### config.mk
export PLATFORM = sky130hd
export DESIGN_NAME = pipe_hazard_ctrl
export DESIGN_NICKNAME = d
export VERILOG_FILES = /design/src/rtl/pipe_hazard_ctrl.sv
export SDC_FILE = /design/constraint.sdc
export NUM_CORES = 1
export LEC_CHECK = 0
export BUFFER_PORTS_ARGS = -buffer_cell sky130_fd_sc_hd__buf_4
export CAP_MARGIN = 5
export CORE_MARGIN = 8
export CORE_UTILIZATION = 45
export CTS_BUF_LIST = sky130_fd_sc_hd__clkbuf_4 sky130_fd_sc_hd__clkbuf_8
export DETAILED_ROUTE_END_ITERATION = 10
export PLACE_DENSITY = 0.72
export SETUP_SLACK_MARGIN = 0.5
export SLEW_MARGIN = 30
export SYNTH_ARGS = -nofsm -noshare
export SYNTH_HDL_FRONTEND = slang
export SYNTH_SLANG_ARGS = --single-unit
### constraint.sdc
create_clock -name clk_i -period 1.9 [get_ports clk_i]
set_input_delay 0.19 -clock clk_i [delete_from_list [all_inputs] [get_ports clk_i]]
set_output_delay 0.19 -clock clk_i [all_outputs]
set_load 0.005 [all_outputs]
### src/rtl/pipe_hazard_ctrl.sv
// Hazard, forwarding and flush controller for the 5-stage pipeline.
// Keeps a shadow scoreboard of the instructions in EX, MEM and WB. From it the
// block derives load-use stalls, taken-branch flushes, EX operand forwarding
// selects, the ID-stage register-file bypass and two saturating performance
// counters (stall cycles, taken-branch flushes).
//
// No handshakes here: every output is a per-cycle enable or select for the
// datapath. A stall and a taken branch in the same cycle resolve in favour
// of the flush, because the stalled instruction is on the wrong path anyway.
module pipe_hazard_ctrl #(
  parameter int REG_ADDR_W   = 5,
  parameter int BRANCH_STAGE = 3,   // 2 = branch resolves in EX, 3 = in MEM
  parameter int LOAD_USE_EN  = 1,   // 0 = software schedules around load-use
  parameter int CNT_W        = 16
) (
  input  logic                  clk_i,
  input  logic                  rst_i,          // asynchronous, active low
  input  logic                  id_valid_i,
  input  logic [REG_ADDR_W-1:0] id_rs_i,
  input  logic [REG_ADDR_W-1:0] id_rt_i,
  input  logic                  id_use_rs_i,
  input  logic                  id_use_rt_i,
  input  logic [REG_ADDR_W-1:0] id_rd_i,
  input  logic                  id_wen_i,
  input  logic                  id_load_i,
  input  logic                  br_taken_i,
  output logic                  pc_write_o,
  output logic                  if_id_write_o,
  output logic                  flush_if_id_o,
  output logic                  flush_id_ex_o,
  output logic                  flush_ex_mem_o,
  output logic [1:0]            fwd_a_o,
  output logic [1:0]            fwd_b_o,
  output logic                  id_byp_rs_o,
  output logic                  id_byp_rt_o,
  output logic                  stall_o,
  output logic [CNT_W-1:0]      stall_cnt_o,
  output logic [CNT_W-1:0]      flush_cnt_o
);

  // Forwarding select encoding for the EX operand muxes.
  localparam logic [1:0] FWD_REG = 2'b00;
  localparam logic [1:0] FWD_MEM = 2'b01;
  localparam logic [1:0] FWD_WB  = 2'b10;

  localparam logic [CNT_W-1:0] CNT_MAX = '1;
  localparam logic [CNT_W-1:0] CNT_ONE = {{(CNT_W-1){1'b0}}, 1'b1};

  // Only BRANCH_STAGE = 3 has a younger instruction sitting in EX/MEM
  // that must be squashed when the branch is taken.
  localparam logic BR_IN_MEM = (BRANCH_STAGE == 3);
  localparam logic LU_ON     = (LOAD_USE_EN != 0);

  // One scoreboard slot mirrors the control fields of one pipe register.
  typedef struct packed {
    logic                  valid;
    logic [REG_ADDR_W-1:0] rs;
    logic [REG_ADDR_W-1:0] rt;
    logic                  use_rs;
    logic                  use_rt;
    logic [REG_ADDR_W-1:0] rd;
    logic                  wen;
    logic                  load;
  } sb_entry_t;

  sb_entry_t r_ex;
  sb_entry_t r_mem;
  sb_entry_t r_wb;
  sb_entry_t w_ex_next;
  sb_entry_t w_mem_next;

  logic [CNT_W-1:0] r_stall_cnt;
  logic [CNT_W-1:0] r_flush_cnt;

  logic       w_ex_writing;
  logic       w_mem_writing;
  logic       w_wb_writing;
  logic       w_mem_fwd_ok;
  logic       w_lu_rs_hit;
  logic       w_lu_rt_hit;
  logic       w_lu_hazard;
  logic       w_stall;
  logic       w_flush_id_ex;
  logic       w_flush_ex_mem;
  logic [1:0] w_fwd_a;
  logic [1:0] w_fwd_b;

  // A slot produces a result only if it is real, writes, and targets a
  // register other than r0 (writes to r0 are discarded by the register file).
  assign w_ex_writing  = r_ex.valid  & r_ex.wen  & (r_ex.rd  != '0);
  assign w_mem_writing = r_mem.valid & r_mem.wen & (r_mem.rd != '0);
  assign w_wb_writing  = r_wb.valid  & r_wb.wen  & (r_wb.rd  != '0);

  // A load in MEM has no ALU result to forward; its data only exists in WB.
  assign w_mem_fwd_ok  = w_mem_writing & ~r_mem.load;

  // Load-use: the instruction in ID reads the destination of a load in EX.
  assign w_lu_rs_hit = id_use_rs_i & (id_rs_i == r_ex.rd);
  assign w_lu_rt_hit = id_use_rt_i & (id_rt_i == r_ex.rd);
  assign w_lu_hazard = LU_ON & id_valid_i & w_ex_writing & r_ex.load &
                       (w_lu_rs_hit | w_lu_rt_hit);

  // Taken branch overrides the stall: the enables stay on and nothing is counted.
  assign w_stall        = w_lu_hazard & ~br_taken_i;
  assign w_flush_id_ex  = br_taken_i | w_stall;
  assign w_flush_ex_mem = BR_IN_MEM & br_taken_i;

  assign stall_o        = w_stall;
  assign pc_write_o     = ~w_stall;
  assign if_id_write_o  = ~w_stall;
  assign flush_if_id_o  = br_taken_i;
  assign flush_id_ex_o  = w_flush_id_ex;
  assign flush_ex_mem_o = w_flush_ex_mem;

  // Next EX slot: capture the ID instruction unless it is squashed or absent.
  always_comb begin
    w_ex_next = '0;
    if (id_valid_i && !w_flush_id_ex) begin
      w_ex_next.valid  = 1'b1;
      w_ex_next.rs     = id_rs_i;
      w_ex_next.rt     = id_rt_i;
      w_ex_next.use_rs = id_use_rs_i;
      w_ex_next.use_rt = id_use_rt_i;
      w_ex_next.rd     = id_rd_i;
      w_ex_next.wen    = id_wen_i;
      w_ex_next.load   = id_load_i;
    end
  end

  // Next MEM slot: the EX instruction moves on unless a MEM-stage branch kills it.
  always_comb begin
    w_mem_next = r_ex;
    if (w_flush_ex_mem) begin
      w_mem_next = '0;
    end
  end

  // Scoreboard advance; reset empties every slot immediately.
  always_ff @(posedge clk_i or negedge rst_i) begin
    if (!rst_i) begin
      r_ex  <= '0;
      r_mem <= '0;
      r_wb  <= '0;
    end else begin
      r_ex  <= w_ex_next;
      r_mem <= w_mem_next;
      r_wb  <= r_mem;
    end
  end

  // EX operand selects: the younger MEM result wins over WB.
  always_comb begin
    w_fwd_a = FWD_REG;
    if (w_mem_fwd_ok && r_ex.use_rs && (r_mem.rd == r_ex.rs)) begin
      w_fwd_a = FWD_MEM;
    end else if (w_wb_writing && (r_wb.rd == r_ex.rs)) begin
      w_fwd_a = FWD_WB;
    end

    w_fwd_b = FWD_REG;
    if (w_mem_fwd_ok && r_ex.use_rt && (r_mem.rd == r_ex.rt)) begin
      w_fwd_b = FWD_MEM;
    end else if (w_wb_writing && (r_wb.rd == r_ex.rt)) begin
      w_fwd_b = FWD_WB;
    end
  end

  assign fwd_a_o = w_fwd_a;
  assign fwd_b_o = w_fwd_b;

  // The register file is read and written in the same cycle, so ID takes the
  // WB write data directly when it reads the register being written.
  assign id_byp_rs_o = w_wb_writing & id_use_rs_i & (r_wb.rd == id_rs_i);
  assign id_byp_rt_o = w_wb_writing & id_use_rt_i & (r_wb.rd == id_rt_i);

  // Saturating performance counters for stall cycles and taken-branch flushes.
  always_ff @(posedge clk_i or negedge rst_i) begin
    if (!rst_i) begin
      r_stall_cnt <= '0;
      r_flush_cnt <= '0;
    end else begin
      if (w_stall && (r_stall_cnt != CNT_MAX)) begin
        r_stall_cnt <= r_stall_cnt + CNT_ONE;
      end
      if (br_taken_i && (r_flush_cnt != CNT_MAX)) begin
        r_flush_cnt <= r_flush_cnt + CNT_ONE;
      end
    end
  end

  assign stall_cnt_o = r_stall_cnt;
  assign flush_cnt_o = r_flush_cnt;

  // Fields carried for completeness of the pipe-register mirror but not
  // consulted by any hazard rule.
  logic w_unused_fields;
  assign w_unused_fields = ^{r_mem.rs, r_mem.rt, r_mem.use_rs, r_mem.use_rt,
                             r_wb.rs, r_wb.rt, r_wb.use_rs, r_wb.use_rt,
                             r_wb.load};

endmodule

# Word level (Yosys, flattened, before mapping)
# Cells that the tools add are included.
# classes
n_eq_ne	10
reduce_logical	13
add_sub_neg	2
n_bitwise	22
mux	6
# ops
cell	count
$eq 5x5->1	8
$mux 20	2
$add 16x1->16 const B	2
$ne 16x16->1 const B	2
$and 1x1->1	17
$reduce_bool 5->1	3
$logic_and 1x1->1	9
$mux 2	4
$not 1->1	3
$or 1x1->1	2
$logic_not 1->1	1
# totals
elab_cells	70
ff_bits	67
inputBits	23

# Depth between registers and ports, before layout
# logic_depth
word_depth	10
depth_mapped	6
depth_no_buf	6

# Worst setup path before layout
# No wires, ideal clock.
# synth_timing
path_kind	register to register
from	register r_ex[5] (netlist bit)
to	register r_stall_cnt[1], in the netlist stall_cnt_o[1]
synth_period_minus_slack_ps	1849
setup_slack_ps	51
path_stages_with_launch	6
arrival_time_ps	1722
n_path_buf	0
t_required_ps	1773
cell_sequence	dfrtp_1 or4_4 o211ai_4 a21oi_2 nand2_2 mux2_1
# synth_between
elab_chain_len	7
elab_cells_between_ends	12
classes_between	eq/ne (2); bitwise (8); reduce/logical (2)
# synth_lines
item	line_no	text
start: declaration	66	sb_entry_t r_ex;
start signal: assignment	145	r_ex <= w_ex_next;
$reduce_bool 5->1	90	assign w_ex_writing = r_ex.valid & r_ex.wen & (r_ex.rd != '0);
$and 1x1->1	90	
$and 1x1->1 (2 in a row)	100	assign w_lu_hazard = LU_ON & id_valid_i & w_ex_writing & r_ex.load &
$and 1x1->1 (*)	100	
$and 1x1->1 (*)	104	assign w_stall = w_lu_hazard & ~br_taken_i;
$logic_and 1x1->1 (*)	182	if (w_stall && (r_stall_cnt != CNT_MAX)) begin
end signal: assignment	183	r_stall_cnt <= r_stall_cnt + CNT_ONE;
end: declaration	72	logic [CNT_W-1:0] r_stall_cnt;
# Every way passes the cells marked *; elsewhere a longest branch is shown, timed or not.
# A chain may end at the register's enable or synchronous reset.

# Worst setup path in the final report
# layout_timing
from	register r_wb[6] (netlist bit)
to	output fwd_a_o[1]
# layout_between
elab_chain_len	5
elab_cells_between_ends	6
classes_between	eq/ne (1); mux (2); bitwise (1); reduce/logical (2)
# layout_lines
item	line_no	text
start: declaration	68	sb_entry_t r_wb;
start signal: assignment	147	r_wb <= r_mem;
$reduce_bool 5->1	92	assign w_wb_writing = r_wb.valid & r_wb.wen & (r_wb.rd != '0);
$and 1x1->1	92	
$logic_and 1x1->1 (*)	156	end else if (w_wb_writing && (r_wb.rd == r_ex.rs)) begin
$mux 2 (*)	156	
$mux 2 (*)	154	if (w_mem_fwd_ok && r_ex.use_rs && (r_mem.rd == r_ex.rs)) begin
end: declaration	32	output logic [1:0] fwd_a_o,
# Marked as above.

==> run summary <==
The flow ran to the end, but the final reports show violations. The final reports fail on setup timing. The logs give 0 for the synthesis warning total and 1.71 ns for the required time reported for the critical path endpoint. The tree is rooted in a clkbuf_8.

The proportion of netlist area held by the largest area contributor is 50.9%. The number of cells after detailed placement is 474. Time the final worst path needs with I/O delays and setup: 2.08 ns. The measured slew at the worst slew-check pin is 0.499 ns, and the data arrival time of the critical path is 1.89 ns.

The logs give 329 for the number of nets in the synthesized netlist and 0 for the final-report hold violation count. TritonCTS built the clock tree. The final layout contains routed wiring with a total length of 9.75 mm. The tools report the final RePlAce weighted congestion as 0.829. The tools report the combined area of all synthesized cells as 3290 um^2. The tools report the distinct cell type count of the synthesized netlist as 45. The first global-routing pass estimated 14.5 mm of wire. The static leakage power was 2.54 nW; the first-pass iteration count of the detailed router was 4. The synthesized area per cell was 10.8 um^2; the largest buffer count on any clock path was 2. The starting utilization of the core area was 45.9%. Yosys attributes the largest share of cell area to dfrtp_1 (51%), xnor2_1 (10%), xor2_1 (6.9%), and2_1 (3.8%), nand2_1 (2.7%).

In the routed layout, each cell is associated on average with a via count of 5.15. The first routing iteration left 70 violations. The worst hold path passes through 2 cells. Setup repair after global routing could not meet its margin everywhere.

The placed instance area came out at 4020 um^2. For the worst-case setup margin in the final layout, the log shows -0.185 ns. The finished cells cover 5140 um^2. The share of cells above drive strength 1 was 52.2%.

The critical path is of the reg -> out type. The depth of the worst register-to-register path is 7, and the filler-free cell count of the finished design is 538. In the synthesized netlist the async set-or-reset flop fraction comes to 100%. The number of I/O pins was 67; the post-synthesis instance total was 304. The wire length per cell after detailed routing is 18.1 um, and the maximum clock frequency is 0.480 GHz. Headroom to the max-slew limit came out at 66.7%.

In the synthesized netlist the dominant register cell turns out to be dfrtp_1. The synthesized design contains 67 register bits. Clock tree synthesis inserted a total of 9 buffers. By count the netlist is led by dfrtp_1 (67), xnor2_1 (39), xor2_1 (26). The worst setup path is launched from a register. The number of antenna violations at the first check in global routing is 0, and the number of H-tree branching levels is 3. The clock skew after layout was 0.00954 ns; the number of flops mapped to enable cells by yosys was 0.

Leading area contributor after synthesis: dfrtp_1. The die width was 102 um. Most common cell in the netlist: dfrtp_1. The tools report the max-cap violation count as 0. The via count of the first global-routing pass came out at 2,942.

In this run the worst path has a maximum fanout of 5. The initialized floorplan defines 31 standard-cell rows. The number of vias in the routed layout is 2,772, and the total setup violations reported at the end of the flow is 10. Post-DP HPWL: 5.89 mm.

After clock tree synthesis, the clock-pin slew on the worst setup and hold paths is 0.07 ns. 0 antenna diodes ended up in the layout. The largest net degree at the start of global routing is 40. The logs give 0 for the max-slew violation count and 0 for the total DRC errors in the routed layout. The worst setup path is captured at an output port. The run gives 10,300 um^2 as the die area.

Largest vdd supply drop: 0.468 mV. In the global route stage, overall resource usage came out at 18.2%. After the last flow step, the layout net total stands at 460. The region available for standard cell placement spans 7180 um^2. The worst hold-check path type was in -> reg. The power density over cell area is 710 nW/um^2, and the remaining number of nets flagged by the antenna check after routing is 0.

The fraction of the cycle the final worst path needs is 110%. The number of clock sinks is 67, and the share of synthesized area occupied by flip-flops and latches is 50.9%. The area growth from synthesis to final layout works out to 56.3%. During placement, the flow inserted port buffers numbering 66. The die height works out to 102 um. For the leftover overflow at the end of global routing, the log shows 0. After filler insertion, the fill cell instance count of the layout stands at 490. Clock latency on the worst-skew pair, taken at its later pin, is 0.33 ns.
==> layer usage <==
metal  track usage [%]  wire length [um]
met1              21.1              3850
met2              30.6              5160
met3              5.98               592
met4              6.30               142
met5                 0                 0
==> cells by family (layout without fill, tap and decap cells) <==
logic type / after synthesis / after routing / synth area share [%]
xor gates and xnor gates: 65 / 65 / 17.3
adders and majority gates: 2 / 2 / 0.760
muxes: 3 / 3 / 1.03
DFF: 67 / 67 / 50.9
AOI/OAI and AO/OA: 19 / 19 / 4.98
and+or+nand+nor: 130 / 130 / 22.2
buffers and inverters: 18 / 153 / 2.81
==> layout by cell type (no fill, tap or decap), types with 2 or more instances in the layout <==
cell type,n
buf_4,105
dfrtp_1,59
xnor2_1,29
xor2_1,26
nand2_1,20
buf_6,18
nand4_1,12
and2_4,12
clkbuf_8,12
xnor2_2,10
nor2b_1,8
and2_1,8
dfrtp_2,8
nor2_1,7
nand3_1,7
nor2_4,6
nor3_2,6
inv_1,5
and3_1,5
buf_12,4
nand2_2,3
nor4_2,3
or4_1,3
o211ai_1,3
a31oi_1,3
nor3_1,3
nand3_2,3
or4_4,2
o21ai_4,2
a21oi_4,2
and4b_1,2
nor2_2,2
nand2_4,2
a211o_4,2
nor3_4,2
mux2_4,2
nor4b_4,2
nand3_4,2
clkbuf_4,2
buf_16,2
==> report_power, final <==
group | internal, mW | total, mW | switching (mW)
logic | 0.491 | 0.902 | 0.411
clock network | 0.604 | 1.11 | 0.508
registers | 1.53 | 1.64 | 0.107
==> critical path, stage by stage (launching register included) <==
cell     delay [ns]
dfrtp_2        0.45
buf_4          0.15
xor2_1         0.14
or4_1          0.53
nor4_2         0.15
buf_4          0.15
==> final cells by class <==
cell class	count	area (um^2)	share of cell area, %
Clock inverter	1	7.51	0.146
Timing Repair Buffer	132	1180	22.9
Clock buffer	14	180	3.50
Sequential cell	67	1690	32.8
Multi-Input combinational cell	219	1950	37.8
Inverter	6	22.5	0.438
Tap cell	99	124	2.41
==> stage by stage <==
step / worst slack, ns / setup TNS (ns) / hold WS [ns] / power (mW) / util [%]
after floorplan: 0.0653 / 0 / -0.106 / 1.93 / -
after global placement: 0.0920 / 0 / 0.185 / 2.21 / 56.0
after detailed placement: 0.0508 / 0 / 0.187 / 2.22 / 56.0
after CTS: -0.202 / -1.07 / 0.0598 / 3.56 / 67.6
after global routing: -0.300 / -2.63 / 0.0594 / 3.80 / 71.7
final: -0.185 / -1.02 / 0.0693 / 3.65 / 71.7
==> worst paths after layout <==
kind | from | to | slack [ns]
max in group asynchronous | rst_i | stall_cnt_o[6] | 0.98
worst min-delay path | id_rd_i[4] | r_ex[6] | 0.07
worst min register to register | r_mem[1] | r_wb[1] | 0.39
worst max-delay path | r_wb[6] | fwd_a_o[1] | -0.18
min in group asynchronous | rst_i | flush_cnt_o[9] | 0.36
worst max register to register | r_ex[5] | r_ex[13] | -0.01
==> flip-flops by register name (all words and copies together), names as in the netlist <==
signal and cells:
flush_cnt_o 16, r_ex 20, r_mem 8, r_wb 7
stall_cnt_o 16
==> repair_timing <==
item / CTS / global route
pin swaps: 29 / 24
setup buffers: 35 / 10
hold buffers: 1 / 0
endpoints found under the hold margin: 36 / 0
gates resized for setup: 72 / 38
gates cloned: 2 / 1
endpoints found under the setup margin: 58 / 57
(Power assumes the default switching activity.)
